### config.mk
export PLATFORM = sky130hd
export DESIGN_NAME = seg7_scan_decoder
export DESIGN_NICKNAME = d
export VERILOG_FILES = /design/src/rtl/seg7_scan_decoder.sv
export SDC_FILE = /design/constraint.sdc
export NUM_CORES = 1
export LEC_CHECK = 0
export BUFFER_PORTS_ARGS = -buffer_cell sky130_fd_sc_hd__buf_4
export CAP_MARGIN = 0
export CORE_MARGIN = 1.5
export CORE_UTILIZATION = 36
export CTS_BUF_LIST = sky130_fd_sc_hd__clkbuf_8 sky130_fd_sc_hd__clkbuf_16
export CTS_CLUSTER_SIZE = 20
export DETAILED_ROUTE_END_ITERATION = 6
export GPL_TIMING_DRIVEN = 0
export HOLD_SLACK_MARGIN = 0.05
export MAX_ROUTING_LAYER = met4
export PLACE_DENSITY = 0.66
export SYNTH_ARGS = -nofsm -noshare
export SYNTH_HDL_FRONTEND = slang
export SYNTH_SLANG_ARGS = --single-unit
### constraint.sdc
create_clock -name clock -period 3.02 [get_ports clock]
set_input_delay 0.302 -clock clock [delete_from_list [all_inputs] [get_ports clock]]
set_output_delay 0.302 -clock clock [all_outputs]
set_load 0.05 [all_outputs]
### src/rtl/seg7_scan_decoder.sv
// seg7_scan_decoder
// Receive side of a scanned seven-segment HEX bus. Samples the active-low
// segment lines and one-hot digit strobe, waits for a pattern to be stable
// for STABLE_CYCLES samples, then decodes it into a per-digit nibble with
// valid/error flags, an update strobe and a saturating illegal-glyph count.
module seg7_scan_decoder #(
    parameter int DIGITS        = 6,
    parameter int STABLE_CYCLES = 4,
    localparam int IDX_W        = (DIGITS > 1) ? $clog2(DIGITS) : 1
) (
    input  logic                  clock,
    input  logic                  resetn,
    input  logic [6:0]            seg_n,
    input  logic [DIGITS-1:0]     dig_sel,
    input  logic                  clear,
    output logic [4*DIGITS-1:0]   hex_out,
    output logic [DIGITS-1:0]     dig_valid,
    output logic [DIGITS-1:0]     dig_err,
    output logic                  upd_pulse,
    output logic [IDX_W-1:0]      upd_idx,
    output logic [7:0]            err_count
);

    typedef enum logic [1:0] {
        IDLE    = 2'd0,
        TRACK   = 2'd1,
        LATCHED = 2'd2
    } state_t;

    localparam logic [3:0] LATCH_AT = 4'(STABLE_CYCLES - 1);
    localparam logic [3:0] FULL_CNT = 4'(STABLE_CYCLES);

    // Two-stage sample pipeline: stage 1 is the current sample, stage 2 the previous one
    logic [DIGITS-1:0] sel_reg;
    logic [6:0]        seg_reg;
    logic [DIGITS-1:0] sel_prev_reg;
    logic [6:0]        seg_prev_reg;

    state_t            state_reg;
    state_t            state_next;
    logic [3:0]        cnt_reg;
    logic [3:0]        cnt_next;
    logic              latch;

    logic              same;
    logic              onehot;
    logic [3:0]        glyph_nib;
    logic              glyph_ok;
    logic              blank;
    logic [IDX_W-1:0]  sel_idx;

    logic              upd_pulse_reg;
    logic [IDX_W-1:0]  upd_idx_reg;
    logic [7:0]        err_count_reg;
    logic [3:0]        nib_reg   [DIGITS];
    logic [DIGITS-1:0] valid_reg;
    logic [DIGITS-1:0] err_reg;

    // Sample registers keep loading through clear; only reset zeroes them
    always_ff @(posedge clock) begin
        if (!resetn) begin
            sel_reg      <= '0;
            seg_reg      <= '0;
            sel_prev_reg <= '0;
            seg_prev_reg <= '0;
        end else begin
            sel_reg      <= dig_sel;
            seg_reg      <= seg_n;
            sel_prev_reg <= sel_reg;
            seg_prev_reg <= seg_reg;
        end
    end

    assign same   = ({sel_reg, seg_reg} == {sel_prev_reg, seg_prev_reg});
    assign onehot = (sel_reg != '0) && ((sel_reg & (sel_reg - DIGITS'(1))) == '0);

    // Stability FSM state and sample counter
    always_ff @(posedge clock) begin
        if (!resetn || clear) begin
            state_reg <= IDLE;
            cnt_reg   <= 4'd0;
        end else begin
            state_reg <= state_next;
            cnt_reg   <= cnt_next;
        end
    end

    // Next state: a change always restarts the window; the latch fires on the
    // edge that sees the STABLE_CYCLES-th identical sample
    always_comb begin
        state_next = state_reg;
        cnt_next   = cnt_reg;
        latch      = 1'b0;
        case (state_reg)
            IDLE: begin
                if (onehot) begin
                    state_next = TRACK;
                    cnt_next   = 4'd1;
                end
            end
            TRACK: begin
                if (same) begin
                    if (cnt_reg == LATCH_AT) begin
                        latch      = 1'b1;
                        state_next = LATCHED;
                        cnt_next   = FULL_CNT;
                    end else begin
                        cnt_next = cnt_reg + 4'd1;
                    end
                end else if (onehot) begin
                    state_next = TRACK;
                    cnt_next   = 4'd1;
                end else begin
                    state_next = IDLE;
                    cnt_next   = 4'd0;
                end
            end
            LATCHED: begin
                if (!same) begin
                    if (onehot) begin
                        state_next = TRACK;
                        cnt_next   = 4'd1;
                    end else begin
                        state_next = IDLE;
                        cnt_next   = 4'd0;
                    end
                end
            end
            default: begin
                state_next = IDLE;
                cnt_next   = 4'd0;
            end
        endcase
    end

    // Glyph lookup of the current sample (segments listed g..a, active-low)
    always_comb begin
        glyph_nib = 4'h0;
        glyph_ok  = 1'b1;
        case (seg_reg)
            7'h40: glyph_nib = 4'h0;
            7'h79: glyph_nib = 4'h1;
            7'h24: glyph_nib = 4'h2;
            7'h30: glyph_nib = 4'h3;
            7'h19: glyph_nib = 4'h4;
            7'h12: glyph_nib = 4'h5;
            7'h02: glyph_nib = 4'h6;
            7'h78: glyph_nib = 4'h7;
            7'h00: glyph_nib = 4'h8;
            7'h10: glyph_nib = 4'h9;
            7'h08: glyph_nib = 4'hA;
            7'h03: glyph_nib = 4'hB;
            7'h46: glyph_nib = 4'hC;
            7'h21: glyph_nib = 4'hD;
            7'h06: glyph_nib = 4'hE;
            7'h0E: glyph_nib = 4'hF;
            default: glyph_ok = 1'b0;
        endcase
    end

    assign blank = (seg_reg == 7'h7F);

    // One-hot to binary index of the strobed digit
    always_comb begin
        sel_idx = '0;
        for (int i = 0; i < DIGITS; i++) begin
            if (sel_reg[i]) begin
                sel_idx = IDX_W'(i);
            end
        end
    end

    // Update strobe, last-updated index and saturating illegal-latch counter
    always_ff @(posedge clock) begin
        if (!resetn || clear) begin
            upd_pulse_reg <= 1'b0;
            upd_idx_reg   <= '0;
            err_count_reg <= 8'd0;
        end else begin
            upd_pulse_reg <= latch;
            if (latch) begin
                upd_idx_reg <= sel_idx;
                if (!glyph_ok && !blank && (err_count_reg != 8'hFF)) begin
                    err_count_reg <= err_count_reg + 8'd1;
                end
            end
        end
    end

    // Per-digit decoded state; only the strobed digit reacts to a latch
    for (genvar gi = 0; gi < DIGITS; gi++) begin : g_digit
        // Digit gi nibble and flags
        always_ff @(posedge clock) begin
            if (!resetn || clear) begin
                nib_reg[gi]   <= 4'h0;
                valid_reg[gi] <= 1'b0;
                err_reg[gi]   <= 1'b0;
            end else if (latch && sel_reg[gi]) begin
                if (glyph_ok) begin
                    nib_reg[gi]   <= glyph_nib;
                    valid_reg[gi] <= 1'b1;
                    err_reg[gi]   <= 1'b0;
                end else if (blank) begin
                    nib_reg[gi]   <= 4'h0;
                    valid_reg[gi] <= 1'b0;
                    err_reg[gi]   <= 1'b0;
                end else begin
                    valid_reg[gi] <= 1'b0;
                    err_reg[gi]   <= 1'b1;
                end
            end
        end

        assign hex_out[4*gi +: 4] = nib_reg[gi];
    end

    assign dig_valid = valid_reg;
    assign dig_err   = err_reg;
    assign upd_pulse = upd_pulse_reg;
    assign upd_idx   = upd_idx_reg;
    assign err_count = err_count_reg;

endmodule

==> report_table.html <==
<table>
<tr><th>Metric</th><th>Value</th></tr>
<tr><th colspan="2">Flow run</th></tr>
<tr><td>Max Cap Violations</td><td>0</td></tr>
<tr><th colspan="2">Setup path</th></tr>
<tr><td>Largest incremental delay on the critical path</td><td>0.70 ns</td></tr>
<tr><td>Termination of the worst setup path</td><td>nib_reg[4][0]</td></tr>
<tr><td>Worst reg2reg startpoint</td><td>seg_reg[1]</td></tr>
<tr><td>Slowest stage cell, crit path</td><td>sky130_fd_sc_hd__or4b_2</td></tr>
<tr><td>Critical path start-end classification</td><td>reg -&gt; reg</td></tr>
<tr><td>Worst R2R Setup Slack</td><td>0.1 ns</td></tr>
<tr><td>CP Launch Type</td><td>flip-flop</td></tr>
<tr><td>Launching element of the worst setup path</td><td>seg_reg[1]</td></tr>
<tr><td>Worst endpoint required time</td><td>3.05 ns</td></tr>
<tr><td>Destination of the worst register-to-register timing path</td><td>nib_reg[4][0]</td></tr>
<tr><td>Worst Reg2Reg Path Length in Cells</td><td>7</td></tr>
<tr><td>CP cell instances</td><td>buf_2 &gt; or4b_2 &gt; a31oi_1 &gt; and3b_1 &gt; and4_2 &gt; clkbuf_1 &gt; o21ai_1</td></tr>
<tr><td>Worst-path maximum fanout</td><td>10</td></tr>
<tr><td>Capturing element type of the critical path</td><td>flip-flop</td></tr>
<tr><td>CP arrival</td><td>2.95 ns</td></tr>
<tr><th colspan="2">Power</th></tr>
<tr><td>Final total power</td><td>2.152 mW</td></tr>
<tr><td>Power density of the placed cells</td><td>482.3 nW/µm²</td></tr>
<tr><td>IR Drop Worst-Case VDD</td><td>0.2172 mV</td></tr>
<tr><td>P_leak</td><td>1.637 nW</td></tr>
<tr><th colspan="2">Global routing</th></tr>
<tr><td>Largest net degree at the start of global routing</td><td>17</td></tr>
<tr><td>Total grt overflow</td><td>0</td></tr>
<tr><td>Aggregate global-route resource usage</td><td>0.1727</td></tr>
<tr><td>Fraction of met1 tracks used by global routing</td><td>0.2256</td></tr>
<tr><td>Initial antenna violation count</td><td>0</td></tr>
<tr><td>Number of global-route vias before repair</td><td>2818</td></tr>
<tr><td>Global Route met2 Usage</td><td>0.2718</td></tr>
<tr><td>Global-route met3 utilization</td><td>0.03226</td></tr>
<tr><td>Wire length of the first global-routing pass</td><td>13730 µm</td></tr>
<tr><td>Highest-utilization routing layer at the global route stage</td><td>met2</td></tr>
<tr><th colspan="2">Logic synthesis</th></tr>
<tr><td>Fraction of post-synthesis cell area in the top cell type by area</td><td>0.3101</td></tr>
<tr><td>Number of instances in the synthesized netlist</td><td>379</td></tr>
<tr><td>Syn avg cell area</td><td>9.538 µm²</td></tr>
<tr><td>Dominant cells by area after synthesis</td><td>sky130_fd_sc_hd__dfxtp_1 31%, sky130_fd_sc_hd__edfxtp_1 20%, sky130_fd_sc_hd__and2_1 5.7%, sky130_fd_sc_hd__nand3_1 3.7%, sky130_fd_sc_hd__xnor2_1 3.4%</td></tr>
<tr><td>Most numerous cell types in the synthesized netlist</td><td>56 x sky130_fd_sc_hd__dfxtp_1, 33 x sky130_fd_sc_hd__and2_1, 31 x sky130_fd_sc_hd__nor2_1</td></tr>
<tr><td>Post-Synthesis Net Count</td><td>397</td></tr>
<tr><td>Cell type contributing the most total cell area after synthesis</td><td>sky130_fd_sc_hd__dfxtp_1</td></tr>
<tr><td>Post-Synth Simple-Gate Area</td><td>0.2818</td></tr>
<tr><td>Adder-cell area share of the yosys netlist</td><td>0.006923</td></tr>
<tr><td>Yosys cell types</td><td>59</td></tr>
<tr><td>Commonest register cell after synthesis</td><td>sky130_fd_sc_hd__dfxtp_1</td></tr>
<tr><td>Warnings from Yosys</td><td>0</td></tr>
<tr><td>Dominant combinational cell family by area after synthesis</td><td>simple AND/OR/NAND/NOR gates</td></tr>
<tr><td>Ys async rst share</td><td>0</td></tr>
<tr><td>Xor-xnor portion of the synthesized cell area</td><td>0.03634</td></tr>
<tr><td>Most common cell in the synthesized netlist</td><td>sky130_fd_sc_hd__dfxtp_1</td></tr>
<tr><td>Proportion of synthesized area in mux cells</td><td>0.008307</td></tr>
<tr><td>Area fraction in compound gates after synthesis</td><td>0.1135</td></tr>
<tr><td>Summed instance area of the synthesized netlist</td><td>3615 µm²</td></tr>
<tr><td>Part of the Yosys area used for sequential elements</td><td>0.5095</td></tr>
<tr><td>Synthesized flop and latch total</td><td>80</td></tr>
<tr><td>Number of flops mapped to enable cells by yosys</td><td>24</td></tr>
<tr><th colspan="2">Drt</th></tr>
<tr><td>Routed length per placed instance</td><td>14.27 µm</td></tr>
<tr><td>Iteration-0 DRC Markers</td><td>176</td></tr>
<tr><td>Total via count after detailed routing</td><td>3032</td></tr>
<tr><td>Number of remaining DRC errors</td><td>0</td></tr>
<tr><td>Total detailed-routing wirelength</td><td>8434 µm</td></tr>
<tr><td>Antenna-violating nets left</td><td>0</td></tr>
<tr><td>DR pass1 iterations</td><td>5</td></tr>
<tr><td>Via density per instance</td><td>5.130</td></tr>
<tr><th colspan="2">Cells and area</th></tr>
<tr><td>Proportion of layout cells with a drive suffix above 1</td><td>0.2380</td></tr>
<tr><td>Number of nets at the end of the flow</td><td>471</td></tr>
<tr><td>Area occupied by multi-input gates</td><td>1638 µm²</td></tr>
<tr><td>Antenna Cells</td><td>0</td></tr>
<tr><td>Number of flip-flops under the largest register name</td><td>24</td></tr>
<tr><td>Fillers</td><td>958</td></tr>
<tr><td>Register Area</td><td>1842 µm²</td></tr>
<tr><td>Filler-free cell count of the finished design</td><td>591</td></tr>
<tr><td>Syn-to-layout area delta</td><td>23.43%</td></tr>
<tr><th colspan="2">STA</th></tr>
<tr><td>Number of endpoints with negative hold slack in the final report</td><td>0</td></tr>
<tr><td>Final setup fails</td><td>0</td></tr>
<tr><td>Total negative slack</td><td>0 ns</td></tr>
<tr><td>Max transition margin</td><td>0.5667</td></tr>
<tr><td>Minimum clock period</td><td>2.921 ns</td></tr>
<tr><td>RSZ-0062 raised after global routing</td><td>true</td></tr>
<tr><td>Timing-limited maximum frequency</td><td>342.4 MHz</td></tr>
<tr><td>Period Utilization, post-route</td><td>0.9671</td></tr>
<tr><td>Final hold slack</td><td>0.1518 ns</td></tr>
<tr><td>Layout Skew</td><td>0.01275 ns</td></tr>
<tr><td>Final max-slew violation count</td><td>0</td></tr>
<tr><td>Worst-margin pin slew</td><td>0.6499 ns</td></tr>
<tr><th colspan="2">CTS</th></tr>
<tr><td>Clock Tree Buf Depth</td><td>2</td></tr>
<tr><td>CTS tree</td><td>yes</td></tr>
<tr><td>CTS Root Buffer Type</td><td>sky130_fd_sc_hd__clkbuf_8</td></tr>
<tr><td>Insertion delay of the later-clocked pin in the worst-skew pair</td><td>0.36 ns</td></tr>
<tr><td>Hold Buf Count CTS</td><td>0</td></tr>
<tr><td>Sinks on the clock net</td><td>80</td></tr>
<tr><td>Register clock-pin slew on the reported worst setup and hold paths</td><td>0.09 ns</td></tr>
<tr><td>Number of buffers created by CTS</td><td>9</td></tr>
<tr><td>Htree depth</td><td>3</td></tr>
<tr><th colspan="2">Floorplan</th></tr>
<tr><td>Total die area</td><td>10650 µm²</td></tr>
<tr><td>Die X</td><td>103.2 µm</td></tr>
<tr><td>Number of standard-cell rows in the floorplan</td><td>36</td></tr>
<tr><td>Total core area</td><td>9774 µm²</td></tr>
<tr><td>Ports placed on the boundary</td><td>64</td></tr>
<tr><td>Starting density of the core</td><td>0.3698</td></tr>
<tr><td>Die outline height</td><td>103.2 µm</td></tr>
<tr><th colspan="2">Placement</th></tr>
<tr><td>Cell count after placement</td><td>575</td></tr>
<tr><td>Count of input and output buffers</td><td>63</td></tr>
<tr><td>RePlAce Congestion</td><td>0.8529</td></tr>
<tr><td>Final HPWL DP</td><td>6314 µm</td></tr>
<tr><th colspan="2">Worst hold path</th></tr>
<tr><td>Hold Crit Class</td><td>in -&gt; reg</td></tr>
<tr><th colspan="2">Status</th></tr>
<tr><td>Outcome</td><td>finished clean</td></tr>
</table>
-- through the flow --
step / instance area, µm² / util / worst slack (ns)
finish: 4462 / 0.4565 / 0.09923
detailed placement: 4254 / 0.4352 / -0.2827
global placement: 4254 / 0.4352 / -0.2214
floorplan: 3615 / - / 0.3085
global route: 4462 / 0.4565 / -0.03894
CTS: 4447 / 0.4549 / 0.02178
-- layer usage --
| layer | vias to the layer above | wire, µm |
|---|---|---|
| met5 | - | 0 |
| met4 | 0 | 85 |
| met3 | 10 | 476 |
| met2 | 102 | 3872 |
| met1 | 1425 | 4000 |
| li1 | 1495 | - |
-- worst min-delay path by stage --
stage | start | to | slack, ns | depth (start not counted)
CTS | dig_sel[5] | sel_reg[5] | 0.14 | 2
global route | seg_n[3] | seg_reg[3] | 0.15 | 2
finish | dig_sel[5] | sel_reg[5] | 0.15 | 2
floorplan | resetn | seg_prev_reg[5] | 0.43 | 1
global placement | dig_err[0] | dig_err[0] | 0.45 | 2
detailed placement | dig_err[0] | dig_err[0] | 0.45 | 2
-- kinds of logic (layout without fill, tap and decap cells) --
| kind of cell | count (synthesis) | count (layout) |
|---|---|---|
| and+or+nand+nor | 181 | 181 |
| DFF | 80 | 80 |
| AOI/OAI and AO/OA | 64 | 64 |
| buffers and inverters | 34 | 113 |
| xor gates and xnor gates | 15 | 15 |
| muxes | 3 | 3 |
| adders and majority gates | 2 | 2 |
-- layout make-up --
class	count	area share
Clock inverter	7	0.01346
Timing Repair Buffer	63	0.1060
Tap cell	133	0.03730
Multi-Input combinational cell	265	0.3671
Clock buffer	9	0.02776
Sequential cell	80	0.4128
Buffer	26	0.02888
Inverter	8	0.006730
-- layout by cell type (no fill, tap or decap), types with 4 or more instances in the layout --
master / instances
sky130_fd_sc_hd__nor2_1: 31
sky130_fd_sc_hd__xnor2_1: 14
sky130_fd_sc_hd__nor4b_1: 4
sky130_fd_sc_hd__a21oi_1: 24
sky130_fd_sc_hd__nor3_1: 12
sky130_fd_sc_hd__and2_1: 33
sky130_fd_sc_hd__inv_1: 8
sky130_fd_sc_hd__o31ai_1: 4
sky130_fd_sc_hd__nand2_1: 28
sky130_fd_sc_hd__clkbuf_8: 9
sky130_fd_sc_hd__inv_6: 4
sky130_fd_sc_hd__nand2b_1: 5
sky130_fd_sc_hd__nand4_1: 7
sky130_fd_sc_hd__nor2b_1: 5
sky130_fd_sc_hd__o21ai_1: 4
sky130_fd_sc_hd__buf_4: 63
sky130_fd_sc_hd__clkbuf_1: 16
sky130_fd_sc_hd__dfxtp_1: 56
sky130_fd_sc_hd__o21ai_0: 5
sky130_fd_sc_hd__buf_2: 6
sky130_fd_sc_hd__nand3_1: 27
sky130_fd_sc_hd__edfxtp_1: 24
-- power by group --
part	internal (mW)	switching (mW)	total, mW
logic	0.0935	0.175	0.269
registers	1.13	0.0163	1.15
clock network	0.313	0.421	0.734
-- repair_timing --
action	CTS	global route
resized for setup	7	5
setup buffers	0	0
endpoints found under the setup margin	24	26
-- critical path, delay by kind of cell, from the launching register on --
family	cells	cell delay (ns)
DFF	1	0.30
AOI/OAI and AO/OA	2	0.60
and+or+nand+nor	3	1.26
buffers and inverters	2	0.43
Power figures use the tool's default switching activity.
